==> src/rtl/uart_rx.sv <==
// rtl/uart_rx.sv - 16x oversampling UART receiver, 8N1 (8E1 when UART_RX_PARITY_EN is defined)
module uart_rx #(
    parameter int OVERSAMPLE = 16,
    parameter int DATA_BITS  = 8
) (
    input  logic                 clk,
    input  logic                 rst_n,
    input  logic                 tick,
    input  logic                 rx,
    output logic [DATA_BITS-1:0] data,
    output logic                 valid,
    input  logic                 ready,
    output logic                 frame_err,
`ifdef UART_RX_PARITY_EN
    output logic                 parity_err,
`endif
    output logic                 overrun
);

    localparam int TW = $clog2(OVERSAMPLE);
    localparam int BW = $clog2(DATA_BITS + 1);
    localparam logic [TW-1:0] TC_MID  = TW'(OVERSAMPLE / 2 - 1);
    localparam logic [TW-1:0] TC_LAST = TW'(OVERSAMPLE - 1);
    localparam logic [BW-1:0] BC_LAST = BW'(DATA_BITS - 1);

    typedef enum logic [2:0] {
        S_IDLE,
        S_START,
        S_DATA,
`ifdef UART_RX_PARITY_EN
        S_PARITY,
`endif
        S_STOP
    } state_t;

    state_t                 r_state;
    logic [TW-1:0]          r_tick_cnt;
    logic [BW-1:0]          r_bit_cnt;
    logic [DATA_BITS-1:0]   r_shift;
    logic                   r_rx_meta;
    logic                   r_rx_s;
`ifdef UART_RX_PARITY_EN
    logic                   r_par_bad;
`endif

    always_ff @(posedge clk or negedge rst_n) begin
        if (!rst_n) begin
            r_state    <= S_IDLE;
            r_tick_cnt <= '0;
            r_bit_cnt  <= '0;
            r_shift    <= '0;
            r_rx_meta  <= 1'b1;
            r_rx_s     <= 1'b1;
            data       <= '0;
            valid      <= 1'b0;
            frame_err  <= 1'b0;
            overrun    <= 1'b0;
`ifdef UART_RX_PARITY_EN
            r_par_bad  <= 1'b0;
            parity_err <= 1'b0;
`endif
        end else begin
            r_rx_meta <= rx;
            r_rx_s    <= r_rx_meta;
            frame_err <= 1'b0;
            overrun   <= 1'b0;
`ifdef UART_RX_PARITY_EN
            parity_err <= 1'b0;
`endif
            if (valid && ready) begin
                valid <= 1'b0;
            end
            if (tick) begin
                case (r_state)
                    S_IDLE: begin
                        if (!r_rx_s) begin
                            r_state    <= S_START;
                            r_tick_cnt <= '0;
                        end
                    end
                    S_START: begin
                        if (r_tick_cnt == TC_MID) begin
                            r_tick_cnt <= '0;
                            r_bit_cnt  <= '0;
                            r_state    <= r_rx_s ? S_IDLE : S_DATA;
                        end else begin
                            r_tick_cnt <= r_tick_cnt + 1'b1;
                        end
                    end
                    S_DATA: begin
                        if (r_tick_cnt == TC_LAST) begin
                            r_shift    <= {r_rx_s, r_shift[DATA_BITS-1:1]};
                            r_tick_cnt <= '0;
                            r_bit_cnt  <= r_bit_cnt + 1'b1;
                            if (r_bit_cnt == BC_LAST) begin
`ifdef UART_RX_PARITY_EN
                                r_state <= S_PARITY;
`else
                                r_state <= S_STOP;
`endif
                            end
                        end else begin
                            r_tick_cnt <= r_tick_cnt + 1'b1;
                        end
                    end
`ifdef UART_RX_PARITY_EN
                    S_PARITY: begin
                        if (r_tick_cnt == TC_LAST) begin
                            r_par_bad  <= (r_rx_s != ^r_shift);
                            parity_err <= (r_rx_s != ^r_shift);
                            r_tick_cnt <= '0;
                            r_state    <= S_STOP;
                        end else begin
                            r_tick_cnt <= r_tick_cnt + 1'b1;
                        end
                    end
`endif
                    S_STOP: begin
                        // Leave at mid-stop so a back-to-back start edge is not missed
                        if (r_tick_cnt == TC_LAST) begin
                            r_tick_cnt <= '0;
                            r_state    <= S_IDLE;
                            if (!r_rx_s) begin
                                frame_err <= 1'b1;
`ifdef UART_RX_PARITY_EN
                            end else if (!r_par_bad) begin
`else
                            end else begin
`endif
                                if (!valid || ready) begin
                                    data  <= r_shift;
                                    valid <= 1'b1;
                                end else begin
                                    overrun <= 1'b1;
                                end
                            end
                        end else begin
                            r_tick_cnt <= r_tick_cnt + 1'b1;
                        end
                    end
                    default: r_state <= S_IDLE;
                endcase
            end
        end
    end

endmodule

==> config.mk <==
export PLATFORM = sky130hd
export DESIGN_NAME = uart_rx
export DESIGN_NICKNAME = d
export VERILOG_FILES = /design/src/rtl/uart_rx.sv
export SDC_FILE = /design/constraint.sdc
export NUM_CORES = 1
export LEC_CHECK = 0
export CORE_AREA = 2 2 76 71
export CTS_CLUSTER_SIZE = 12
export DETAILED_ROUTE_END_ITERATION = 8
export DIE_AREA = 0 0 78 73
export SLEW_MARGIN = 20
export SYNTH_ARGS = -nofsm -noshare
export SYNTH_HDL_FRONTEND = slang
export SYNTH_SLANG_ARGS = --single-unit
==> constraint.sdc <==
create_clock -name clk -period 1.79 [get_ports clk]
set_input_delay 0.4475 -clock clk [delete_from_list [all_inputs] [get_ports clk]]
set_output_delay 0.4475 -clock clk [all_outputs]
set_load 0.1 [all_outputs]
==> impl_results.md <==
- Run status: completed
- DRT Pass-1 Iters: 4
- DRC: 0
- Max VDD drop: 0.295 mV
- Placed Cells incl. Taps: 210
- Vias in the first global route: 1,091
- Final hold vios: 0
- Post-synthesis simple-gate area fraction: 16.2%
- Asr flop ratio synth: 100%
- Final hold slack: 0.357 ns
- Crit path buf inv count: 2
- Complex-gate fraction of the synthesized area: 11.6%
- Gr usage total: 11.4%
- Mean Syn Cell Area: 12.3 um^2
- R2r worst-path depth: 5
- Top fanout value on the critical path: 9
- Synth warnings: 0
- Fin. max-slew vios: 0
- Gr ovfl total: 0
- Area share of xor/xnor cells in the synthesized design: 0.595%
- Total CTS buffers: 5
- Top Ports: 16
- Slowest stage delay, CP: 0.50 ns
- Routed Antenna Nets: 0
- Worst path cell trace: clkdlybuf4s50_1 > buf_4 > nand2b_1 > nor2_4 > mux2_2
- Sw Ratio: 33.9%
- Mapped Cells: 120
- Total power: 2140 uW
- EDFF count, synth: 0
- Max layer used: met4
- Largest family of logic cells by synthesized area: simple AND/OR/NAND/NOR gates
- Core area: 5000 um^2
- Clock net sink count: 31
- Cell Int Power: 1410 uW
- CP endpoint kind: flop
- Post-route setup TNS: 0 ns
- Max-Slew Margin vs Limit: 70.1%
- Clk pwr share: 25.9%
- Tcrit/Tclk final: 95.2%
- Num rows: 25
- Min Clock Period, post-route: 1.70 ns
- Met2 wire len: 1500 um
- Clock tree buffer depth: 2
- Predominant post-synthesis flop cell: dfrtp_1
- Critical path required time: 1.94 ns
- Root buffer cell: clkbuf_8
- First-pass GRT wire length: 5040 um
- WL final: 2870 um
- Clock-pin slew on the worst setup and hold paths: 0.06 ns
- Htree depth: 2
- Routed len/inst: 13.2 um
- DIE AREA: 5690 um^2
- Min-Delay Path Depth: 0
- Post-DP HPWL: 2170 um
- Layout Nets: 157
- Arr. time, crit path: 1.86 ns
- Final setup violation count: 0
- Max-cap violations: 0
- Family with the most delay on the worst path: buffers and inverters
- Leakage power: 0.000864 uW
- Syn Nets: 127
- Die Y: 73 um
- Layout cells sized above 1: 39.7%
- Cell variety after synth: 42
- Met1 wire length: 1230 um
- # diodes: 0
- Slowest-stage cell, CP: clkdlybuf4s50_1
- Crit path launch type: primary input
- Post-Syn Area: 1470 um^2
- Fin cells: 218
- Pin count of the biggest net entering global routing: 32
- Synth Register Bits: 31
- Initial DRC Count: 75
- GP Congestion: 0.778
- Vias per inst: 4.79
- Initial core utilization: 29.4%
- Sw power: 724 uW
- Actual slew at the worst max-slew pin: 0.447 ns
- Sequential fraction of the synthesis area: 52.9%
- Mux contribution to synthesized area: 13.6%
- Crit path kind: primary input to flop
- PD cells: 1070 nW/um^2
- Metal3 WL: 73 um
- Number of port buffers: 15
- Comb pwr share: 29.0%
- Instance count on the critical path: 5
- Layout overhead on the synthesized area: 35.5%
- Part of the power in registers: 45.1%
- Initial antenna violation count: 0
- Skew final: 0.00698 ns
- Clk Latency, worst-skew pair: 0.28 ns
- Hold WC Path Type: flop to flop
- Adder-Cell Fraction of Synth Area: 1.70%
- RSZ-0062 raised after global routing: no
- Util after Layout: 39.9%
- Die span in x: 78 um
- Fmax: 587 MHz
- Routed via count: 1,045
- Fill cell count: 494
- CTS tree: done
==> power groups by stage <==
stage,logic (uW),clock network [uW],registers [uW]
floorplan,478,0,899
CTS,621,575,958
detailed placement,620,0,972
finish,620,553,964
global placement,595,0,960
global route,693,605,986
==> what timing repair did <==
| item | 4_1_cts | 5_1_grt |
|---|---|---|
| hold buffers | 0 | 0 |
| setup buffers | 0 | 0 |
| resized for setup | 0 | 2 |
| setup endpoints to repair | 0 | 14 |
==> worst reg2reg max path: stages (launching register included) <==
cell and delay [ns]:
dfrtp_2 0.40, ha_2 0.23, buf_4 0.15, nand4_4 0.15, nor2_4 0.25, mux2_2 0.37
==> cell type report <==
| class | count | area, um^2 | share of cell area (%) |
|---|---|---|---|
| Sequential cell | 31 | 781 | 39.1 |
| Multi-Input combinational cell | 80 | 646 | 32.4 |
| Timing Repair Buffer | 30 | 385 | 19.3 |
| Clock buffer | 7 | 86.3 | 4.33 |
| Tap cell | 67 | 83.8 | 4.20 |
| Inverter | 2 | 7.51 | 0.376 |
| Clock inverter | 1 | 5.00 | 0.251 |
==> cell usage after synthesis (2+ instances only) <==
cell type / count / share of area, %
nor3_1: 2 / 0.68
nand3_1: 6 / 2.0
mux2i_1: 2 / 1.4
dfstp_2: 2 / 3.6
nor4_1: 2 / 0.85
buf_4: 2 / 1.0
dfrtp_1: 29 / 49
clkbuf_1: 3 / 0.77
a2bb2oi_1: 2 / 1.2
o21ai_0: 3 / 1.0
o41ai_1: 2 / 1.2
o311ai_0: 2 / 1.2
nand2b_1: 3 / 1.3
or4_1: 2 / 1.0
mux2_2: 16 / 12
ha_1: 2 / 1.7
inv_1: 2 / 0.51
nor2_1: 4 / 1.0
o31ai_1: 3 / 1.5
or2_2: 2 / 0.85
nand2_1: 5 / 1.3
a21oi_1: 3 / 1.0
o211ai_1: 2 / 1.0
==> sequential cells by signal, summed over array words and instances (netlist names), 2 cells and up <==
signal      cells
data            8
r_shift         8
r_state         2
r_tick_cnt      4
r_bit_cnt       4
==> per-stage QoR <==
stage,cell area [um^2],setup WS (ns)
finish,1990,0.0854
global route,1990,0.0128
CTS,1990,0.0514
detailed placement,1900,-0.221
global placement,1900,-0.186
floorplan,1470,0.136
==> logic make-up after synthesis <==
| logic type | Yosys count |
|---|---|
| and+or+nand+nor | 36 |
| DFF | 31 |
| AOI/OAI and AO/OA | 23 |
| muxes | 18 |
| buffers and inverters | 9 |
| adders and majority gates | 2 |
| xor gates and xnor gates | 1 |
==> path summary, 6_finish.rpt <==
path | startpoint | endpoint | slack, ns
hold reg to reg | r_rx_meta | r_rx_s | 0.36
setup reg to reg | r_tick_cnt[0] | r_shift[5] | 0.13
max in group asynchronous | rst_n | r_rx_meta | 0.91
min in group asynchronous | rst_n | data[2] | 0.56
hold / removal | r_rx_meta | r_rx_s | 0.36
setup / recovery | tick | r_shift[5] | 0.09
==> layer usage <==
metal / up-vias / track usage, %
met5: - / 0
met4: 0 / 5.85
met3: 5 / 2.60
met2: 16 / 19.8
met1: 517 / 13.4
li1: 507 / -
==> cells in the final DEF (no fill, tap or decap), types with 2 or more instances in the layout <==
master,count
buf_12,12
o21ai_0,3
mux2_2,16
nand3_1,6
dfstp_2,2
nor2_1,4
clkdlybuf4s50_1,4
o41ai_1,2
o311ai_0,2
clkbuf_8,6
dfrtp_1,27
inv_1,2
mux2i_1,2
nor4_1,2
o211ai_1,2
nand2_1,5
o31ai_1,3
a2bb2oi_1,2
dfrtp_2,2
or4_1,2
buf_4,14
or2_2,2
a21oi_1,3
nand2b_1,3
nor3_1,2
No activity file was read; power rests on OpenSTA's default activity.
